`src/rtl/bcd_down_counter_pkg.sv`:
```
// Shared BCD types, constants and helpers for the decade down-counter.
package bcd_pkg;

    typedef logic [3:0] bcd_digit_t;

    localparam bcd_digit_t BCD_MAX  = 4'd9;
    localparam bcd_digit_t BCD_ZERO = 4'd0;

    typedef enum logic [1:0] {
        IDLE = 2'd0,
        RUN  = 2'd1,
        DONE = 2'd2
    } cnt_state_t;

    // Out-of-range nibbles (A..F) are clamped to the largest decimal digit.
    function automatic bcd_digit_t bcd_sat(input bcd_digit_t nibble);
        return (nibble > BCD_MAX) ? BCD_MAX : nibble;
    endfunction

endpackage

```
`src/rtl/bcd_down_counter_if.sv`:
```
// Control/status bundle of the BCD down-counter; the counter sits on the slave side.
interface bcd_down_counter_if #(
    parameter int DIGITS = 2
);
    logic                  start;
    logic                  en;
    logic [4*DIGITS-1:0]   load_val;
    logic [4*DIGITS-1:0]   q;
    logic                  busy;
    logic                  done;
    logic                  tc;
    logic                  load_err;

    modport master (
        output start, en, load_val,
        input  q, busy, done, tc, load_err
    );

    modport slave (
        input  start, en, load_val,
        output q, busy, done, tc, load_err
    );
endinterface

```
`src/rtl/bcd_down_counter_digit.sv`:
```
// One decade of the down-counter: load has priority, a zero digit wraps to 9 and borrows.
module bcd_digit_dn
    import bcd_pkg::*;
(
    input  logic       clk,
    input  logic       reset,
    input  logic       dec,
    input  logic       load,
    input  bcd_digit_t d,
    output bcd_digit_t q,
    output logic       is_zero,
    output logic       borrow_out
);

    bcd_digit_t r_q;

    assign q          = r_q;
    assign is_zero    = (r_q == BCD_ZERO);
    assign borrow_out = dec & is_zero;

    always_ff @(posedge clk or negedge reset) begin
        if (!reset) begin
            r_q <= BCD_ZERO;
        end else if (load) begin
            r_q <= d;
        end else if (dec) begin
            r_q <= is_zero ? BCD_MAX : (r_q - 4'd1);
        end
    end

endmodule

```
`src/rtl/bcd_down_counter.sv`:
```
// Multi-digit BCD down-counter with terminal-count pulse and optional auto-reload.
module bcd_down_counter
    import bcd_pkg::*;
#(
    parameter int DIGITS = 2,
    parameter bit RELOAD = 1'b0
) (
    input  logic             clk,
    input  logic             reset,
    bcd_down_counter_if.slave bus
);

    localparam int W = 4 * DIGITS;

    cnt_state_t     r_state;
    logic [W-1:0]   r_reload;
    logic           r_tc;
    logic           r_loadErr;

    logic [W-1:0]   w_q;
    logic [W-1:0]   w_sanVal;
    logic [W-1:0]   w_loadVal;
    logic [DIGITS-1:0] w_isZero;
    logic [DIGITS-1:0] w_borrow;
    logic [DIGITS-1:0] w_dec;
    logic           w_anyBad;
    logic           w_run;
    logic           w_qZero;
    logic           w_qOne;
    logic           w_step;
    logic           w_reloadNow;
    logic           w_load;
    logic           w_unusedBorrow;

    always_comb begin
        w_anyBad = 1'b0;
        w_sanVal = '0;
        for (int i = 0; i < DIGITS; i++) begin
            w_sanVal[4*i +: 4] = bcd_sat(bus.load_val[4*i +: 4]);
            if (bus.load_val[4*i +: 4] > BCD_MAX) begin
                w_anyBad = 1'b1;
            end
        end
    end

    assign w_run       = (r_state == RUN);
    assign w_qZero     = &w_isZero;
    assign w_qOne      = (w_q == W'(1));
    assign w_step      = !bus.start && w_run && bus.en && !w_qZero;
    assign w_reloadNow = !bus.start && w_run && bus.en && w_qZero && RELOAD;
    assign w_load      = bus.start || w_reloadNow;
    assign w_loadVal   = bus.start ? w_sanVal : r_reload;

    // The step is blocked at zero, so a borrow never leaves the top digit.
    assign w_unusedBorrow = w_borrow[DIGITS-1];

    genvar gi;
    generate
        for (gi = 0; gi < DIGITS; gi++) begin : g_digit
            if (gi == 0) begin : g_lsb
                assign w_dec[gi] = w_step;
            end else begin : g_upper
                assign w_dec[gi] = w_borrow[gi-1];
            end

            bcd_digit_dn u_digit (
                .clk        (clk),
                .reset      (reset),
                .dec        (w_dec[gi]),
                .load       (w_load),
                .d          (w_loadVal[4*gi +: 4]),
                .q          (w_q[4*gi +: 4]),
                .is_zero    (w_isZero[gi]),
                .borrow_out (w_borrow[gi])
            );
        end
    endgenerate

    always_ff @(posedge clk or negedge reset) begin
        if (!reset) begin
            r_state   <= IDLE;
            r_reload  <= '0;
            r_tc      <= 1'b0;
            r_loadErr <= 1'b0;
        end else begin
            r_tc      <= 1'b0;
            r_loadErr <= 1'b0;
            if (bus.start) begin
                r_reload  <= w_sanVal;
                r_loadErr <= w_anyBad;
                if (w_sanVal != '0) begin
                    r_state <= RUN;
                end else begin
                    r_tc    <= 1'b1;
                    r_state <= RELOAD ? RUN : DONE;
                end
            end else if (w_step && w_qOne) begin
                r_tc <= 1'b1;
                if (!RELOAD) begin
                    r_state <= DONE;
                end
            end
        end
    end

    assign bus.q        = w_q;
    assign bus.busy     = (r_state == RUN);
    assign bus.done     = (r_state == DONE);
    assign bus.tc       = r_tc;
    assign bus.load_err = r_loadErr;

endmodule

```
`src/flat_wrapper.sv`:
```
// flat-port wrapper written by rule: the top's interface ports become plain ports
module bcd_down_counter_flat import bcd_pkg::*;
#(
    parameter int DIGITS = 2,
    parameter bit RELOAD = 1'b0
)
  (clk, reset, bus_start, bus_en, bus_load_val, bus_q, bus_busy, bus_done, bus_tc, bus_load_err);
  bcd_down_counter_if #(.DIGITS(DIGITS)) bus_i ();
  input  logic clk;
  input  logic reset;
  input wire logic [$bits(bus_i.start)-1:0] bus_start;
  input wire logic [$bits(bus_i.en)-1:0] bus_en;
  input wire logic [$bits(bus_i.load_val)-1:0] bus_load_val;
  output wire logic [$bits(bus_i.q)-1:0] bus_q;
  output wire logic [$bits(bus_i.busy)-1:0] bus_busy;
  output wire logic [$bits(bus_i.done)-1:0] bus_done;
  output wire logic [$bits(bus_i.tc)-1:0] bus_tc;
  output wire logic [$bits(bus_i.load_err)-1:0] bus_load_err;
  assign bus_i.start = bus_start;
  assign bus_i.en = bus_en;
  assign bus_i.load_val = bus_load_val;
  assign bus_q = bus_i.q;
  assign bus_busy = bus_i.busy;
  assign bus_done = bus_i.done;
  assign bus_tc = bus_i.tc;
  assign bus_load_err = bus_i.load_err;
  bcd_down_counter #(.DIGITS(DIGITS), .RELOAD(RELOAD)) u_core (.clk(clk), .reset(reset), .bus(bus_i));
endmodule
```
`config.mk`:
```
export PLATFORM = sky130hd
export DESIGN_NAME = bcd_down_counter_flat
export DESIGN_NICKNAME = d
export VERILOG_FILES = /design/src/rtl/bcd_down_counter_pkg.sv /design/src/rtl/bcd_down_counter_if.sv /design/src/rtl/bcd_down_counter_digit.sv /design/src/rtl/bcd_down_counter.sv /design/src/flat_wrapper.sv
export SDC_FILE = /design/constraint.sdc
export NUM_CORES = 1
export LEC_CHECK = 0
export ABC_CLOCK_PERIOD_IN_PS = 4100
export CAP_MARGIN = 30
export CORE_UTILIZATION = 49
export CTS_BUF_LIST = sky130_fd_sc_hd__clkbuf_4 sky130_fd_sc_hd__clkbuf_8
export DETAILED_ROUTE_END_ITERATION = 16
export GPL_TIMING_DRIVEN = 0
export PLACE_DENSITY = 0.91
export SLEW_MARGIN = 10
export SYNTH_ARGS = -nofsm -noshare
export SYNTH_HDL_FRONTEND = slang
export SYNTH_SLANG_ARGS = --single-unit
```
`constraint.sdc`:
```
create_clock -name clk -period 4.1 [get_ports clk]
set_clock_uncertainty 0.1 [all_clocks]
set_input_delay 0.615 -clock clk [delete_from_list [all_inputs] [get_ports clk]]
set_output_delay 0.615 -clock clk [all_outputs]
set_load 0.01 [all_outputs]
```
# Yosys cells after proc, flatten, opt, wreduce, memory -nomap -nowiden
# Cells that the tools add are included.
[totals]
register_bits = 12
in_bits = 12
out_inout_bits = 12
word_cells = 43
[op_classes]
n_addsub = 2
n_lt_le_gt_ge = 2
eq_ne = 3
mux = 17
bitwise = 1
n_reduce_logical = 13
[op_table]
columns = ["op", "count"]
rows = [
  ["2-to-1 mux 4 bit", 8],
  ["equality test 8 x 1 -> 1 bit (second input constant)", 1],
  ["greater-than comparator 4 bit (second input constant)", 2],
  ["zero test 4 bit", 2],
  ["nonzero test 8 bit", 1],
  ["subtractor 4 x 1 -> 4 bit (second input constant)", 2],
  ["2-to-1 mux 1 bit", 6],
  ["2-to-1 mux 2 bit", 3],
  ["nonzero test 2 bit", 3],
  ["logical AND 1 bit", 4],
  ["equality test 2 x 1 -> 1 bit (second input constant)", 1],
  ["equality test 2 bit (second input constant)", 1],
  ["zero test 1 bit", 2],
  ["AND reduction 2 bit", 1],
  ["AND 1 bit", 1],
]

# Longest topological paths before layout
[logic_depth]
word_depth = 7
ltp_mapped = 4
depth_no_buf = 3

# By module
# A second synthesis with hierarchy kept.
[unflattened]
cells_unflattened = 99
hier_area_um2 = 994.7
[modules_own_cells]
columns = ["mod", "instances", "cells_per_inst", "area_per_inst_um2", "seq_area_each_um2"]
rows = [
  ["bcd_down_counter", 1, 53, 536.8, 300.3],
  ["bcd_digit_dn", 2, 23, 229.0, 100.1],
]

# Worst setup path after synthesis
# Ideal clock, no wire load.
[synth_path]
path_type = "flip-flop to flip-flop"
start = "register u_core.g_digit[0].u_digit.r_q[1]"
end = "register u_core.g_digit[1].u_digit.r_q[1]"
arrival_ns = 1.467
slack_ns = 2.410
path_stages_with_launch = 5
path_buffers = 1
cell_sequence = "dfrtp_1 or3_1 buf_2 o31a_1 o31a_1"
[synth_via]
elab_chain_len = 6
[synth_rtl]
columns = ["item", "line_no", "rtl"]
rows = [
  ["start: declaration", "bcd_down_counter_digit.sv:15", "bcd_digit_t r_q;"],
  ["start signal: assignment", "bcd_down_counter_digit.sv:27", "r_q <= is_zero ? BCD_MAX : (r_q - 4'd1);"],
  ["zero test 4 bit *", "bcd_down_counter_digit.sv:18", "assign is_zero = (r_q == BCD_ZERO);"],
  ["AND reduction 2 bit", "bcd_down_counter.sv:47", "assign w_qZero = &w_isZero;"],
  ["zero test 1 bit", "bcd_down_counter.sv:49", "assign w_step = !bus.start && w_run && bus.en && !w_qZero;"],
  ["logical AND 1 bit", "bcd_down_counter.sv:49", ""],
  ["AND 1 bit *", "bcd_down_counter_digit.sv:19", "assign borrow_out = dec & is_zero;"],
  ["nonzero test 2 bit (no source line) *", "--", ""],
  ["end signal: assignment", "bcd_down_counter_digit.sv:27", ""],
  ["end: declaration", "bcd_down_counter_digit.sv:15", ""],
]
# Every way passes the cells marked *; elsewhere a longest branch is shown, timed or not.
# A chain may end at the register's enable or synchronous reset.

# Final worst setup path
[layout_path]
start = "register u_core.r_state[0]"
end = "output port bus_busy"
[layout_via]
elab_chain_len = 1
[layout_rtl]
columns = ["item", "line_no", "rtl"]
rows = [
  ["start: declaration", "bcd_down_counter.sv:15", "cnt_state_t r_state;"],
  ["start signal: assignment", "bcd_down_counter.sv:95", "r_state <= RELOAD ? RUN : DONE;"],
  ["equality test 2 x 1 -> 1 bit", "bcd_down_counter.sv:107", "assign bus.busy = (r_state == RUN);"],
  ["end: declaration", "flat_wrapper.sv:15", "output wire logic [$bits(bus_i.busy)-1:0] bus_busy;"],
]
# Every way passes these cells.

==> reports/qor.csv <==
stage;metric;value;unit
grt;number of global-route vias before repair;630;
hold_path;endpoint of the worst hold-timing path;u_core.r_state[1];
clock_network;Post-CTS Repair Setup Buffers;0;
detailed_routing;overall via count from detail_route;738;
cells_and_area;Sequential Area;300.3;um2
clock_network;Longest Clk Path Bufs;2;
pwr;post-layout power;0.3020;mW
floorplan;Die Footprint;0.001601;mm2
grt;Global Route met2 Usage;42.34;%
timing;worst slew slack as a fraction of its limit;64.44;%
placement;count of buffers inserted at the top-level ports;23;
synthesis;area of the mapped netlist;708.2;um2
pwr;Max rail drop VDD;0.1891;mV
grt;All-Layer GR Usage;26.64;%
clock_network;Clock Latency Late Sink;0.27;ns
clock_network;clock-pin slew reported for the worst setup and hold paths after clock tree synthesis;0.07;ns
grt;pin count of the biggest net entering global routing;13;
clock_network;total number of clock tree sinks;12;
setup_path;family with the most delay on the worst path;buffers and inverters;
placement;Routability Congestion;0.8550;
synthesis;most frequent cell after synthesis;sky130_fd_sc_hd__dfrtp_1;
synthesis;Synth area leader;sky130_fd_sc_hd__dfrtp_1;
timing;total count of hold-check failures in the final report;0;
grt;layer with the highest usage after global routing;met2;
cells_and_area;layout cell share with drive strength beyond 1;6.667;%
grt;GR met1 Demand/Resource;35.21;%
synthesis;register bit count reported by yosys;12;
synthesis;Area contributors post-synth;sky130_fd_sc_hd__dfrtp_1 (42%), sky130_fd_sc_hd__o21ai_0 (5.7%), sky130_fd_sc_hd__nor4_1 (5.3%);
grt;antenna violations before repair;0;
grt;grt ovf;0;
setup_path;number of cells on the worst reg-to-reg path;4;
synthesis;post-synthesis net count;91;
synthesis;number of distinct library cells after synthesis;31;
hold_path;HP Class;flip-flop to flip-flop;
setup_path;crit-path max cell delay;0.54;ns
pwr;power per standard cell area;308.3;mW/mm2
clock_network;CTS tree;yes;
detailed_routing;number of antenna-violating nets in the routed design;0;
synthesis;share of synthesized flip-flops with an asynchronous set or reset;100.0;%
grt;first-pass GRT wire length;2773;um
setup_path;CP startpoint kind;flip-flop;
synthesis;most common flop cell mapped by yosys;sky130_fd_sc_hd__dfrtp_1;
clock_network;number of cells upsized or downsized after cts;0;
floorplan;height of the die;40.02;um
timing;Final Slew Violations;0;
setup_path;critical path data required time;3.38;ns
setup_path;CP Class;flip-flop to output pin;
floorplan;ports placed on the boundary;24;
status;run status;finished, final reports clean;
cells_and_area;number of fill cells;102;
setup_path;data arrival time of the critical path;1.40;ns
detailed_routing;initial drt markers;17;
timing;setup TNS after final layout;0;ns
hold_path;critical hold path startpoint;u_core.r_state[1];
timing;final critical path time including I/O delays and setup;2.110;ns
synthesis;Post-synth EDFFs;0;
synthesis;syn_area_per_cell;8.964;um2
cells_and_area;Inserted Diodes;0;
setup_path;cell breakdown of the critical path;nor2b_1 > clkdlybuf4s50_1;
timing;minimum hold slack;0.5028;ns
clock_network;quantity of hold-fixing buffers added after cts;0;
timing;transition at the pin with the smallest max-transition slack;0.5317;ns
cells_and_area;total number of nets in the final design;119;
grt;met3 Track Usage GR;5.556;%
timing;period utilization;51.47;%
detailed_routing;per-cell routed wire length;14.76;um
clock_network;cts bufs inserted;3;
setup_path;Reg-to-Reg Start;u_core.g_digit[0].u_digit.q[1];
run;number of max-cap violations;0;
detailed_routing;final routed wirelength across all metal layers;1771;um
cells_and_area;multi-input combinational cell area;369.1;um2
detailed_routing;routed vias/inst;6.150;
setup_path;crit path max fanout;7;
synthesis;portion of synthesized cell area occupied by the leading cell type;42.40;%
floorplan;number of core rows;13;
synthesis;register area share after synthesis;42.40;%
pwr;leakage power;0.3844;nW
floorplan;area of the core;0.001318;mm2
clock_network;root buf cell;sky130_fd_sc_hd__clkbuf_4;
synthesis;total of warnings raised by yosys;0;
hold_path;hold depth;2;
cells_and_area;area overhead of the layout relative to synthesis;38.34;%
setup_path;critical-path cell with the highest stage delay;sky130_fd_sc_hd__clkdlybuf4s50_1;
setup_path;reg-to-reg slack, setup;2.36;ns
synthesis;Mapped Cells;79;
synthesis;Commonest cells post-synth;sky130_fd_sc_hd__dfrtp_1 (12), sky130_fd_sc_hd__o21ai_0 (8), sky130_fd_sc_hd__inv_1 (6), sky130_fd_sc_hd__nor4_1 (6), sky130_fd_sc_hd__nor2_1 (5);
clock_network;number of H-tree levels;1;
detailed_routing;final routed DRC violation total;0;
timing;setup repair after global routing missed its margin;false;
setup_path;endpoint class of the critical path;output pin;
setup_path;FF-to-FF End;u_core.g_digit[1].u_digit.q[1];
floorplan;Initial Utilization;53.75;%
floorplan;Horiz. Die Dim;40.02;um
timing;final setup violation count;0;
setup_path;number of buffer and inverter stages on the critical path;1;
timing;highest attainable clock frequency;473.9;MHz
placement;DPL Wire Length;1312;um
detailed_routing;number of optimization iterations in the first detailed-route pass;4;
[per-layer routing]
metal	wire length, um	up-vias
met1	780	351
met3	99	4
li1	-	355
met4	26	0
met2	864	28
met5	0	-
[layout make-up]
| type | count | share of cell area [%] |
|---|---|---|
| well taps | 15 | 1.916 |
| inverters | 6 | 2.299 |
| flip-flops and latches | 12 | 30.65 |
| clock buffers | 3 | 2.299 |
| plain buffers | 4 | 1.660 |
| multi-input cells | 57 | 37.68 |
| repair buffers | 23 | 23.50 |
[how the worst max path moves through the flow]
stage	cells after the start	start	slack (ns)	to
2_1_floorplan	4	u_core.g_digit[0].u_digit.q[1]	2.41	u_core.g_digit[1].u_digit.q[1]
3_3_place_gp	5	bus_start	1.76	u_core.g_digit[1].u_digit.q[1]
3_5_place_dp	5	bus_start	1.76	u_core.g_digit[1].u_digit.q[1]
4_1_cts	2	u_core.r_state[0]	1.97	bus_busy
5_1_grt	5	bus_start	1.89	u_core.g_digit[1].u_digit.q[1]
6_report	2	u_core.r_state[0]	1.99	bus_busy
[report_power, final]
part           switching, mW  internal, mW
Sequential            0.0174         0.130
Clock                 0.0356        0.0340
Combinational         0.0372        0.0481
Total                 0.0903         0.212
[cell families (layout without fill, tap and decap cells)]
group	after synthesis	in the layout	share of synthesized area, %
AOI/OAI and AO/OA	26	26	25.09
DFF	12	12	42.40
and+or+nand+nor	31	31	27.03
buffers and inverters	10	36	5.476
[flip-flops by register name, summed over array words and instances, names as in the netlist]
register and count:
u_core.bus.tc 1, u_core.g_digit.u_digit.q 8, u_core.r_state 2, u_core.bus.load_err 1
[through the flow]
stage / cell area, um2 / worst slack (ns) / instances / utilization (%)
floorplan: 708.2 / 2.410 / 79 / -
global placement: 957.2 / 1.765 / 117 / 72.65
detailed placement: 957.2 / 1.757 / 117 / 72.65
CTS: 979.7 / 1.969 / 120 / 74.36
global route: 979.7 / 1.891 / 120 / 74.36
finish: 979.7 / 1.990 / 120 / 74.36
[cell usage in the layout (no fill, tap or decap), drive strengths merged]
master	Yosys	final
and4bb	1	1
nand3	2	2
a21oi	2	2
buf	1	1
o41ai	1	1
clkbuf	3	6
dfrtp	12	12
nor4	6	6
a32oi	2	2
inv	6	6
nand4bb	1	1
nand2	2	2
or3	1	1
o31a	4	4
nand3b	2	2
or2	1	1
clkdlybuf4s50	0	23
nand4	2	2
nor2b	2	2
nor3	2	2
nor2	5	5
a31oi	2	2
and2	1	1
nand2b	1	1
a211o	1	1
a21boi	3	3
a21o	1	1
or4	1	1
a22oi	1	1
o21bai	1	1
o21ai	8	8
and4b	1	1
[worst min-delay path, stage by stage, from the launching register on]
cell and delay (ns):
sky130_fd_sc_hd__dfrtp_1 0.41, sky130_fd_sc_hd__inv_1 0.08, sky130_fd_sc_hd__a21oi_1 0.06
Note: power is estimated with default switching activity, not from simulation.
